--- src/rtl/ysyx_22040088_ifu_pkg.sv ---
`default_nettype none
// ============================================================================
// Module      : ysyx_22040088_ifu_pkg
// Description : Shared types and constants for the NPC instruction fetch unit
//               (FSM encoding, sel_nextpc bit indices, default boot address).
// Revision    : 1.0 - initial release
// ============================================================================
package ysyx_22040088_ifu_pkg;

  // Fetch FSM state encoding
  typedef enum logic [2:0] {
    S_BOOT      = 3'd0,
    S_REQ       = 3'd1,
    S_WAIT_RESP = 3'd2,
    S_ISSUE     = 3'd3,
    S_WAIT_EX   = 3'd4,
    S_ERR       = 3'd5
  } ifu_state_t;

  // Bit positions inside the one-hot sel_nextpc bus (shared with controlunit)
  localparam int unsigned c_sel_seq  = 0;
  localparam int unsigned c_sel_jal  = 1;
  localparam int unsigned c_sel_jalr = 2;

  // Default first fetch address after reset
  localparam logic [63:0] c_reset_pc_default = 64'h8000_0000;

  // True when exactly one of the three selector bits is set
  function automatic logic is_one_hot3(input logic [2:0] sel);
    return (sel == 3'b001) || (sel == 3'b010) || (sel == 3'b100);
  endfunction

endpackage
`default_nettype wire

--- src/rtl/ysyx_22040088_nextpc.sv ---
`default_nettype none
// ============================================================================
// Module      : ysyx_22040088_nextpc
// Description : Combinational next-PC selector. Picks pc+4, the jal target or
//               the jalr target (bit0 cleared) and flags an illegal selection
//               (selector not one-hot, or resulting address not word aligned).
// Revision    : 1.0 - initial release
// ============================================================================
module ysyx_22040088_nextpc
  import ysyx_22040088_ifu_pkg::*;
#(
  parameter int XLEN = 64
) (
  input  logic [XLEN-1:0] pc,
  input  logic [2:0]      sel_nextpc,
  input  logic [XLEN-1:0] jal_target,
  input  logic [XLEN-1:0] jalr_target,
  output logic [XLEN-1:0] nextpc,
  output logic            illegal
);

  logic [XLEN-1:0] w_seq_pc;
  logic [XLEN-1:0] w_jalr_pc;
  logic [XLEN-1:0] w_sel_pc;

  assign w_seq_pc  = pc + XLEN'(4);
  assign w_jalr_pc = jalr_target & ~(XLEN'(1));

  // Select the candidate and judge its legality; alignment is checked on the
  // selected value so a bad jal/jalr target is caught as well
  always_comb begin
    w_sel_pc = w_seq_pc;
    if (sel_nextpc[c_sel_seq]) begin
      w_sel_pc = w_seq_pc;
    end else if (sel_nextpc[c_sel_jal]) begin
      w_sel_pc = jal_target;
    end else if (sel_nextpc[c_sel_jalr]) begin
      w_sel_pc = w_jalr_pc;
    end
    illegal = !is_one_hot3(sel_nextpc) || (w_sel_pc[1:0] != 2'b00);
  end

  assign nextpc = w_sel_pc;

endmodule
`default_nettype wire

--- src/rtl/ysyx_22040088_ifu.sv ---
`default_nettype none
// ============================================================================
// Module      : ysyx_22040088_ifu
// Description : Instruction fetch unit. Owns the PC, fetches one instruction
//               at a time over a valid/ready memory interface, offers it to
//               decode, and advances the PC once execute reports completion.
// Revision    : 1.0 - initial release
// ============================================================================
module ysyx_22040088_ifu
  import ysyx_22040088_ifu_pkg::*;
#(
  parameter int              XLEN     = 64,
  parameter logic [XLEN-1:0] RESET_PC = XLEN'(c_reset_pc_default)
) (
  input  logic            clk,
  input  logic            rst_n,
  output logic            imem_req_valid,
  input  logic            imem_req_ready,
  output logic [XLEN-1:0] imem_req_addr,
  input  logic            imem_resp_valid,
  input  logic [31:0]     imem_resp_data,
  output logic            inst_valid,
  input  logic            inst_ready,
  output logic [31:0]     inst,
  output logic [XLEN-1:0] inst_pc,
  input  logic            ex_done,
  input  logic [2:0]      sel_nextpc,
  input  logic [XLEN-1:0] jal_target,
  input  logic [XLEN-1:0] jalr_target,
  output logic            fetch_err,
  output logic [31:0]     fetch_cnt
);

  ifu_state_t      r_state;
  logic [XLEN-1:0] r_pc;
  logic [31:0]     r_inst;
  logic [31:0]     r_fetch_cnt;
  logic            r_fetch_err;
  logic            r_req_valid;
  logic            r_inst_valid;

  logic [XLEN-1:0] w_nextpc;
  logic            w_illegal;

  ysyx_22040088_nextpc #(
    .XLEN (XLEN)
  ) u_nextpc (
    .pc          (r_pc),
    .sel_nextpc  (sel_nextpc),
    .jal_target  (jal_target),
    .jalr_target (jalr_target),
    .nextpc      (w_nextpc),
    .illegal     (w_illegal)
  );

  // Fetch FSM; handshake outputs are registered alongside the state so they
  // change only on state transitions
  always_ff @(posedge clk) begin
    if (!rst_n) begin
      r_state      <= S_BOOT;
      r_pc         <= RESET_PC;
      r_inst       <= 32'd0;
      r_fetch_cnt  <= 32'd0;
      r_fetch_err  <= 1'b0;
      r_req_valid  <= 1'b0;
      r_inst_valid <= 1'b0;
    end else begin
      case (r_state)
        S_BOOT: begin
          r_state     <= S_REQ;
          r_req_valid <= 1'b1;
        end
        S_REQ: begin
          if (imem_req_ready) begin
            r_state     <= S_WAIT_RESP;
            r_req_valid <= 1'b0;
          end
        end
        S_WAIT_RESP: begin
          if (imem_resp_valid) begin
            r_inst       <= imem_resp_data;
            r_state      <= S_ISSUE;
            r_inst_valid <= 1'b1;
          end
        end
        S_ISSUE: begin
          if (inst_ready) begin
            r_fetch_cnt  <= r_fetch_cnt + 32'd1;
            r_state      <= S_WAIT_EX;
            r_inst_valid <= 1'b0;
          end
        end
        S_WAIT_EX: begin
          if (ex_done) begin
            if (w_illegal) begin
              r_state     <= S_ERR;
              r_fetch_err <= 1'b1;
            end else begin
              r_pc        <= w_nextpc;
              r_state     <= S_REQ;
              r_req_valid <= 1'b1;
            end
          end
        end
        S_ERR: begin
          r_state <= S_ERR;
        end
        default: begin
          // Unreachable encodings are treated as a fault
          r_state      <= S_ERR;
          r_fetch_err  <= 1'b1;
          r_req_valid  <= 1'b0;
          r_inst_valid <= 1'b0;
        end
      endcase
    end
  end

  assign imem_req_valid = r_req_valid;
  assign imem_req_addr  = r_pc;
  assign inst_valid     = r_inst_valid;
  assign inst           = r_inst;
  assign inst_pc        = r_pc;
  assign fetch_err      = r_fetch_err;
  assign fetch_cnt      = r_fetch_cnt;

endmodule
`default_nettype wire

--- config.mk ---
export PLATFORM = sky130hd
export DESIGN_NAME = ysyx_22040088_ifu
export DESIGN_NICKNAME = d
export VERILOG_FILES = /design/src/rtl/ysyx_22040088_ifu_pkg.sv /design/src/rtl/ysyx_22040088_nextpc.sv /design/src/rtl/ysyx_22040088_ifu.sv
export SDC_FILE = /design/constraint.sdc
export NUM_CORES = 1
export LEC_CHECK = 0
export BUFFER_PORTS_ARGS = -buffer_cell sky130_fd_sc_hd__buf_4
export CAP_MARGIN = 0
export CORE_AREA = 2 2 142 144
export CTS_BUF_LIST = sky130_fd_sc_hd__clkbuf_2
export CTS_CLUSTER_DIAMETER = 150
export DETAILED_ROUTE_END_ITERATION = 7
export DIE_AREA = 0 0 144 146
export HOLD_SLACK_MARGIN = 0.05
export PLACE_DENSITY_LB_ADDON = 0.12
export SYNTH_ARGS = -nofsm -noshare
export SYNTH_HDL_FRONTEND = slang
export SYNTH_SLANG_ARGS = --single-unit
export TNS_END_PERCENT = 50
--- constraint.sdc ---
create_clock -name clk -period 3 [get_ports clk]
set_input_delay 0.3 -clock clk [delete_from_list [all_inputs] [get_ports clk]]
set_output_delay 0.3 -clock clk [all_outputs]
set_load 0.03 [all_outputs]
==> results of run 1 <==
## per-stage QoR
step	cells	utilization (%)	hold WS [ns]	setup slack (ns)
after floorplan	1026	-	0.415	0.476
after global placement	1547	53.9	0.439	0.449
after detailed placement	1547	53.9	0.446	0.392
after CTS	1730	62.9	0.0547	0.0428
after global routing	1733	63.1	0.0598	0.0115
final	1733	63.1	0.115	0.154
## cells in the mapped netlist, types with 7 or more instances
| cell | number |
|---|---|
| dfxtp_1 | 134 |
| nand2_1 | 127 |
| nor2_1 | 86 |
| a21oi_1 | 77 |
| o21ai_0 | 71 |
| buf_4 | 64 |
| clkbuf_1 | 51 |
| nand3_1 | 34 |
| a22oi_1 | 33 |
| nand4_1 | 27 |
| nor3_1 | 27 |
| and3_1 | 22 |
| a22o_1 | 21 |
| xor2_1 | 17 |
| buf_2 | 16 |
| nor4_1 | 16 |
| a31oi_1 | 15 |
| inv_1 | 15 |
| and4_1 | 14 |
| a32o_1 | 10 |
| and2_1 | 8 |
| o21bai_1 | 8 |
| o31ai_1 | 8 |
| a41oi_1 | 7 |
| or3_1 | 7 |
## kinds of logic (layout without fill, tap and decap cells)
group                      Yosys count  count (layout)  synth area share [%]
AOI/OAI and AO/OA                  315             315                  26.9
xor gates and xnor gates            20              20                  2.22
adders and majority gates            2               2                 0.317
buffers and inverters              149             590                  10.4
DFF                                134             134                  34.0
muxes                                6               6                 0.761
other                                0               1                     0
and+or+nand+nor                    400             400                  25.4
## worst register-to-register path, delay by kind of cell, from the launching register on
kind	cells	cell delay [ns]
AOI/OAI and AO/OA	2	0.21
DFF	1	0.36
buffers and inverters	3	1.02
and+or+nand+nor	4	1.19
## how the worst max path moves through the flow
stage	start	endpoint	slack, ns	depth (start not counted)
final	imem_req_addr[7]	imem_req_addr[57]	0.15	9
after global routing	imem_req_addr[2]	imem_req_addr[42]	0.01	8
after CTS	imem_req_addr[12]	imem_req_addr[53]	0.04	8
after detailed placement	imem_req_addr[12]	imem_req_addr[49]	0.39	7
after global placement	imem_req_addr[12]	imem_req_addr[49]	0.45	7
after floorplan	imem_req_addr[2]	imem_req_addr[44]	0.48	9
## layer usage
layer	wire [µm]	GRT usage (%)
met5	0	0
met4	571	9.07
met3	2440	5.99
met2	15200	48.5
met1	12600	34.1
## area by class of cell
type | count | area [µm²] | share of cell area (%)
Timing Repair Buffer | 543 | 4470 | 36.6
Multi-Input combinational cell | 743 | 4420 | 36.3
Sequential cell | 134 | 2690 | 22.1
Tap cell | 265 | 332 | 2.72
Clock inverter | 15 | 138 | 1.13
Clock buffer | 17 | 85.1 | 0.698
Inverter | 15 | 57.6 | 0.472
Antenna cell | 1 | 2.50 | 0.0205
## power groups by stage
stage          Sequential [mW]  Clock [mW]  Combinational, mW
2_1_floorplan             1.98           0              0.328
3_3_place_gp              1.92           0              0.721
3_5_place_dp              1.92           0              0.726
4_1_cts                   1.89        1.11              0.892
5_1_grt                   1.90        1.19              0.961
6_report                  1.89        1.08              0.895
## sequential cells by signal (all words and copies together) (netlist names)
| signal | count |
|---|---|
| inst_valid | 1 |
| inst | 32 |
| r_state | 3 |
| fetch_cnt | 32 |
| imem_req_valid | 1 |
| fetch_err | 1 |
| imem_req_addr | 64 |
## timing repair
item	CTS	global route
setup endpoints to repair	0	5
hold buffers	151	0
buffers inserted	0	2
endpoints found under the hold margin	95	0
resized for setup	0	9
==> impl_metrics.py, run 1 <==
metrics = {
    "timing": {
        "max-slew-margin-rel_pct": 24.7,
        "rsz0062_at_grt": "no",
        "setup_viol": 0,
        "fin_crit_ns": 2.85,
        "fmax_mhz": 351,
        "skew_ns": 0.0420,
        "worst_pin_slew_ns": 1.13,
        "setup-tns-final_ns": 0,
        "hold_viol_final": 0,
        "period_share_pct": 94.9,
        "drv_slew": 0,
    },
    "routing": {
        "via_per_inst": 5.56,
        "firstDrtPassIters": 7,
        "route.detailed.drc": 0,
        "wl_um": 30700,
        "drt_iter0_drc": 796,
        "ant_nets": 0,
        "avgRoutedWirePerCell_um": 17.7,
        "num_vias": 9629,
    },
    "global_route": {
        "antenna_found_initial": 1,
        "grt_max_degree": 60,
        "grt_first_pass_wirelength_um": 47300,
        "first_global_vias": 9179,
        "grtUsageTotal_pct": 27.9,
        "gr-total-overflow": 0,
    },
    "power": {
        "p_sw_share_pct": 33.8,
        "pwr-share-comb_pct": 23.2,
        "switching_power_mw": 1.31,
        "clockPowerShare_pct": 27.9,
        "total_power_mw": 3.87,
        "power_density_nw_per_um2": 317,
        "power.leakage_nw": 5.01,
        "ir_worst_vdd_mv": 0.335,
        "seqPwrFrac_pct": 48.9,
        "intPower_mw": 2.56,
    },
    "die": {
        "core_area_um2": 19300,
        "pin_count": 364,
        "initial_utilization_pct": 40.8,
        "die_x_um": 144,
        "die_y_um": 146,
        "placementRows": 51,
        "die_area_um2": 21000,
    },
    "worst_setup_path": {
        "crit_path_end_kind": "flip-flop",
        "worstPathCellList": "buf_4 -> and4_1 -> nand4_2 -> nor4_1 -> buf_4 -> and3_1 -> a222oi_1 -> dlygate4sd3_1 -> o2bb2ai_1",
        "reg2reg_to": "imem_req_addr[57]",
        "crit_buf_inv": 3,
        "worstSetupStartpointType": "flip-flop",
        "critical_path_class": "flip-flop to flip-flop",
        "crit_slowest_cell": "dlygate4sd3_1",
        "r2r_cells": 9,
        "r2r_setup_slack_ns": 0.15,
        "path_max_fanout": 11,
        "crit_top_cell": "buf_4",
        "reg2reg_from": "imem_req_addr[7]",
        "crit_family": "simple AND/OR/NAND/NOR gates",
        "cp.arrival_ns": 3.52,
        "crit_required_ns": 3.67,
        "slowest_delay_ns": 0.62,
    },
    "worst_hold_path": {
        "min-delay-start": "jalr_target[5]",
        "hold_path_end": "imem_req_addr[5]",
        "hp-class": "input pin to flip-flop",
        "min_path_cells": 5,
    },
    "final_layout": {
        "nets": 1625,
        "areaGrowthSynthToFinish_pct": 54.6,
        "layout-drive-gt1-share_pct": 31.2,
        "fill_cells": 1805,
        "final_cell_mix": "391 x buf_4, 151 x dlygate4sd3_1, 127 x nand2_1, 127 x dfxtp_1, 85 x nor2_1",
        "fin_area_um2": 12200,
        "final_common_cell": "buf_4",
    },
    "clock_network": {
        "clock_path_buffers": 2,
        "htreeDepth": 4,
        "clk_pin_slew_worst_paths_ns": 0.23,
        "cts-root-buf": "clkbuf_2",
        "cts_num_sinks": 134,
        "cts_tree": "yes",
        "cts_buffers": 17,
        "clock_latency_ns": 0.74,
    },
    "place": {
        "hpwl_um": 21100,
        "placed_area_um2": 10400,
        "gp_congestion": 0.831,
        "port_buffers": 362,
    },
    "synth": {
        "synthCells": 1026,
        "syn_avg_cell_area_um2": 7.69,
        "yosysTopAreaCellShare_pct": 34.0,
        "synth_flop_cell": "dfxtp_1",
        "synth-edff-count": 0,
        "yosysSeqAreaShare_pct": 34.0,
        "synth.distinct_cells": 68,
        "ys_ff_latch": 134,
        "ys_warn_count": 0,
        "ys_async_sr_fraction_pct": 0,
        "synth.top_cells.by_area": "dfxtp_1 34%, buf_4 6.1%, nand2_1 6.0%",
        "syn-num-nets": 1197,
        "synth.largest_area_cell": "dfxtp_1",
        "netlist_area_um2": 7890,
    },
    "outcome": {
        "status": "completed",
    },
    "job": {
        "maxCapViolations": 0,
    },
}
Note: power is estimated with default switching activity, not from simulation.
==> inputs of run 2 (changes only) <==
--- a/config.mk
+++ b/config.mk
@@ -7,13 +7,13 @@
 export LEC_CHECK = 0
 export BUFFER_PORTS_ARGS = -buffer_cell sky130_fd_sc_hd__buf_4
 export CAP_MARGIN = 0
-export CORE_AREA = 2 2 142 144
+export CORE_AREA = 4 4 140 142
 export CTS_BUF_LIST = sky130_fd_sc_hd__clkbuf_2
 export CTS_CLUSTER_DIAMETER = 150
 export DETAILED_ROUTE_END_ITERATION = 7
 export DIE_AREA = 0 0 144 146
 export HOLD_SLACK_MARGIN = 0.05
-export PLACE_DENSITY_LB_ADDON = 0.12
+export PLACE_DENSITY = 0.74
 export SYNTH_ARGS = -nofsm -noshare
 export SYNTH_HDL_FRONTEND = slang
 export SYNTH_SLANG_ARGS = --single-unit
==> run 2 against run 1 <==
Compared with the run above: clock power up 13%; utilization up 3.1 points; hold slack better by 0.0077 ns; sequential share of layout area down 0.053 points; worst setup slack better by 0.0096 ns; cell count down 1.8%; non-clock buffer count up 1; register-to-register slack better by 0.12 ns; design area up 0.10%; die area unchanged; flip-flop and latch count unchanged; first-iteration DRC count down 29%; largest cell class unchanged.
==> impl_metrics.py, run 2 (same netlist as run 1, synthesis figures left out) <==
metrics = {
    "outcome": {
        "status": "completed",
    },
    "final_layout": {
        "fin_area_um2": 12200,
        "areaGrowthSynthToFinish_pct": 54.7,
        "fill_cells": 1571,
        "insertedDiodeCount": 0,
        "largest_reg_flops": 64,
        "final_common_cell": "buf_4",
        "layout-drive-gt1-share_pct": 31.1,
        "final_cell_mix": "391 x buf_4, 153 x dlygate4sd3_1, 130 x dfxtp_1",
        "nets": 1626,
        "finish.utilization_pct": 66.2,
    },
    "timing": {
        "period_share_pct": 94.6,
        "fin_crit_ns": 2.84,
        "setup-tns-final_ns": 0,
        "skew_ns": 0.0461,
        "rsz0062_at_grt": "no",
        "worst_pin_slew_ns": 1.10,
        "drv_slew": 0,
        "hold_viol_final": 0,
        "setup_viol": 0,
        "max-slew-margin-rel_pct": 26.5,
        "fmax_mhz": 353,
    },
    "die": {
        "pin_count": 364,
        "die_area_um2": 21000,
        "placementRows": 50,
        "initial_utilization_pct": 42.8,
        "die_y_um": 146,
        "core_area_um2": 18500,
        "die_x_um": 144,
    },
    "global_route": {
        "antenna_found_initial": 0,
        "grtUsageTotal_pct": 29.3,
        "grt_max_degree": 60,
        "gr-total-overflow": 0,
        "first_global_vias": 9497,
        "grt_first_pass_wirelength_um": 49800,
    },
    "clock_network": {
        "htreeDepth": 4,
        "clock_latency_ns": 0.73,
        "cts_buffers": 17,
        "cts-root-buf": "clkbuf_2",
        "clk_pin_slew_worst_paths_ns": 0.27,
        "clock_path_buffers": 2,
        "cts_tree": "yes",
        "cts_num_sinks": 134,
    },
    "worst_setup_path": {
        "crit_top_cell": "dlygate4sd3_1",
        "crit_slowest_cell": "dlygate4sd3_1",
        "critical_path_class": "input pin to flip-flop",
        "path_max_fanout": 17,
        "crit_required_ns": 3.71,
        "worstPathCellList": "dlygate4sd3_1 -> buf_4 -> o21bai_2 -> a222oi_1 -> and3_2 -> nand2_1 -> o22ai_1 -> dlygate4sd3_1",
        "slowest_delay_ns": 0.58,
        "crit_family": "buffers and inverters",
        "crit_path_end_kind": "flip-flop",
        "worstSetupStartpointType": "input pin",
        "crit_buf_inv": 3,
        "cp.arrival_ns": 3.54,
    },
    "power": {
        "ir_worst_vdd_mv": 0.294,
        "power.leakage_nw": 5.05,
        "total_power_mw": 4.02,
        "power_density_nw_per_um2": 329,
    },
    "routing": {
        "route.detailed.drc": 0,
        "num_vias": 9774,
        "firstDrtPassIters": 5,
        "wl_um": 32600,
        "avgRoutedWirePerCell_um": 19.2,
        "via_per_inst": 5.74,
        "ant_nets": 0,
        "drt_iter0_drc": 566,
    },
    "job": {
        "maxCapViolations": 0,
    },
    "worst_hold_path": {
        "hp-class": "input pin to flip-flop",
    },
    "place": {
        "port_buffers": 362,
        "gp_congestion": 0.913,
        "hpwl_um": 22300,
        "placed_area_um2": 10400,
    },
}
==> run 2: cell count changes in the layout (fill, tap and decap cells not counted), sizes merged <==
cell,previous run,this run
inv,24,20
dlygate4sd3,151,153
diode,1,0
clkbuf,17,18
clkinv,4,5
bufinv,0,2
buf,392,391
==> run 2: routing by layer <==
| metal | share of wire [%] | global-route usage, % | wire [µm] |
|---|---|---|---|
| met3 | 10 | 9.17 | 3380 |
| met2 | 50 | 51.0 | 16200 |
| met1 | 38 | 34.2 | 12300 |
| met4 | 2.3 | 8.52 | 752 |
| met5 | 0 | 0 | 0 |
==> run 2: stage by stage <==
step / instances / hold WS, ns / setup slack [ns]
4_1_cts: 1701 / 0.0519 / 0.0458
3_5_place_dp: 1516 / 0.449 / 0.340
5_1_grt: 1702 / 0.0620 / 0.0202
6_report: 1702 / 0.122 / 0.163
3_3_place_gp: 1516 / 0.439 / 0.368
2_1_floorplan: 1026 / 0.415 / 0.476
==> run 2: where the power goes <==
| group | internal (mW) | switching [mW] |
|---|---|---|
| registers | 1.84 | 0.0575 |
| logic | 0.459 | 0.440 |
| clock network | 0.413 | 0.808 |
==> run 2: final cells by class <==
cell class / count / area, µm² / share of cell area [%]
Clock buffer: 18 / 90.1 / 0.738
Clock inverter: 14 / 168 / 1.37
Inverter: 15 / 57.6 / 0.471
Multi-Input combinational cell: 743 / 4450 / 36.4
Sequential cell: 134 / 2690 / 22.0
Tap cell: 234 / 293 / 2.40
Timing Repair Buffer: 544 / 4470 / 36.6
==> run 2: worst paths after layout <==
kind / start / to / slack, ns / cells after the start
worst min-delay path: jalr_target[6] / imem_req_addr[6] / 0.12 / 4
worst max register to register: imem_req_addr[4] / imem_req_addr[33] / 0.27 / 7
worst min register to register: inst[15] / inst[15] / 0.47 / 2
worst max-delay path: sel_nextpc[0] / imem_req_addr[47] / 0.16 / 8
==> run 2: tightest hold or removal path, delay by kind of cell <==
kind,cells,cell delay [ns]
AO/OA/AOI/OAI,3,0.43
buffers and inverters,1,0.08
==> run 2: repair_timing <==
action,CTS,global route
buffers inserted,0,1
hold buffers,153,0
setup endpoints to repair,0,5
resized for setup,0,9
hold endpoints to repair,98,0
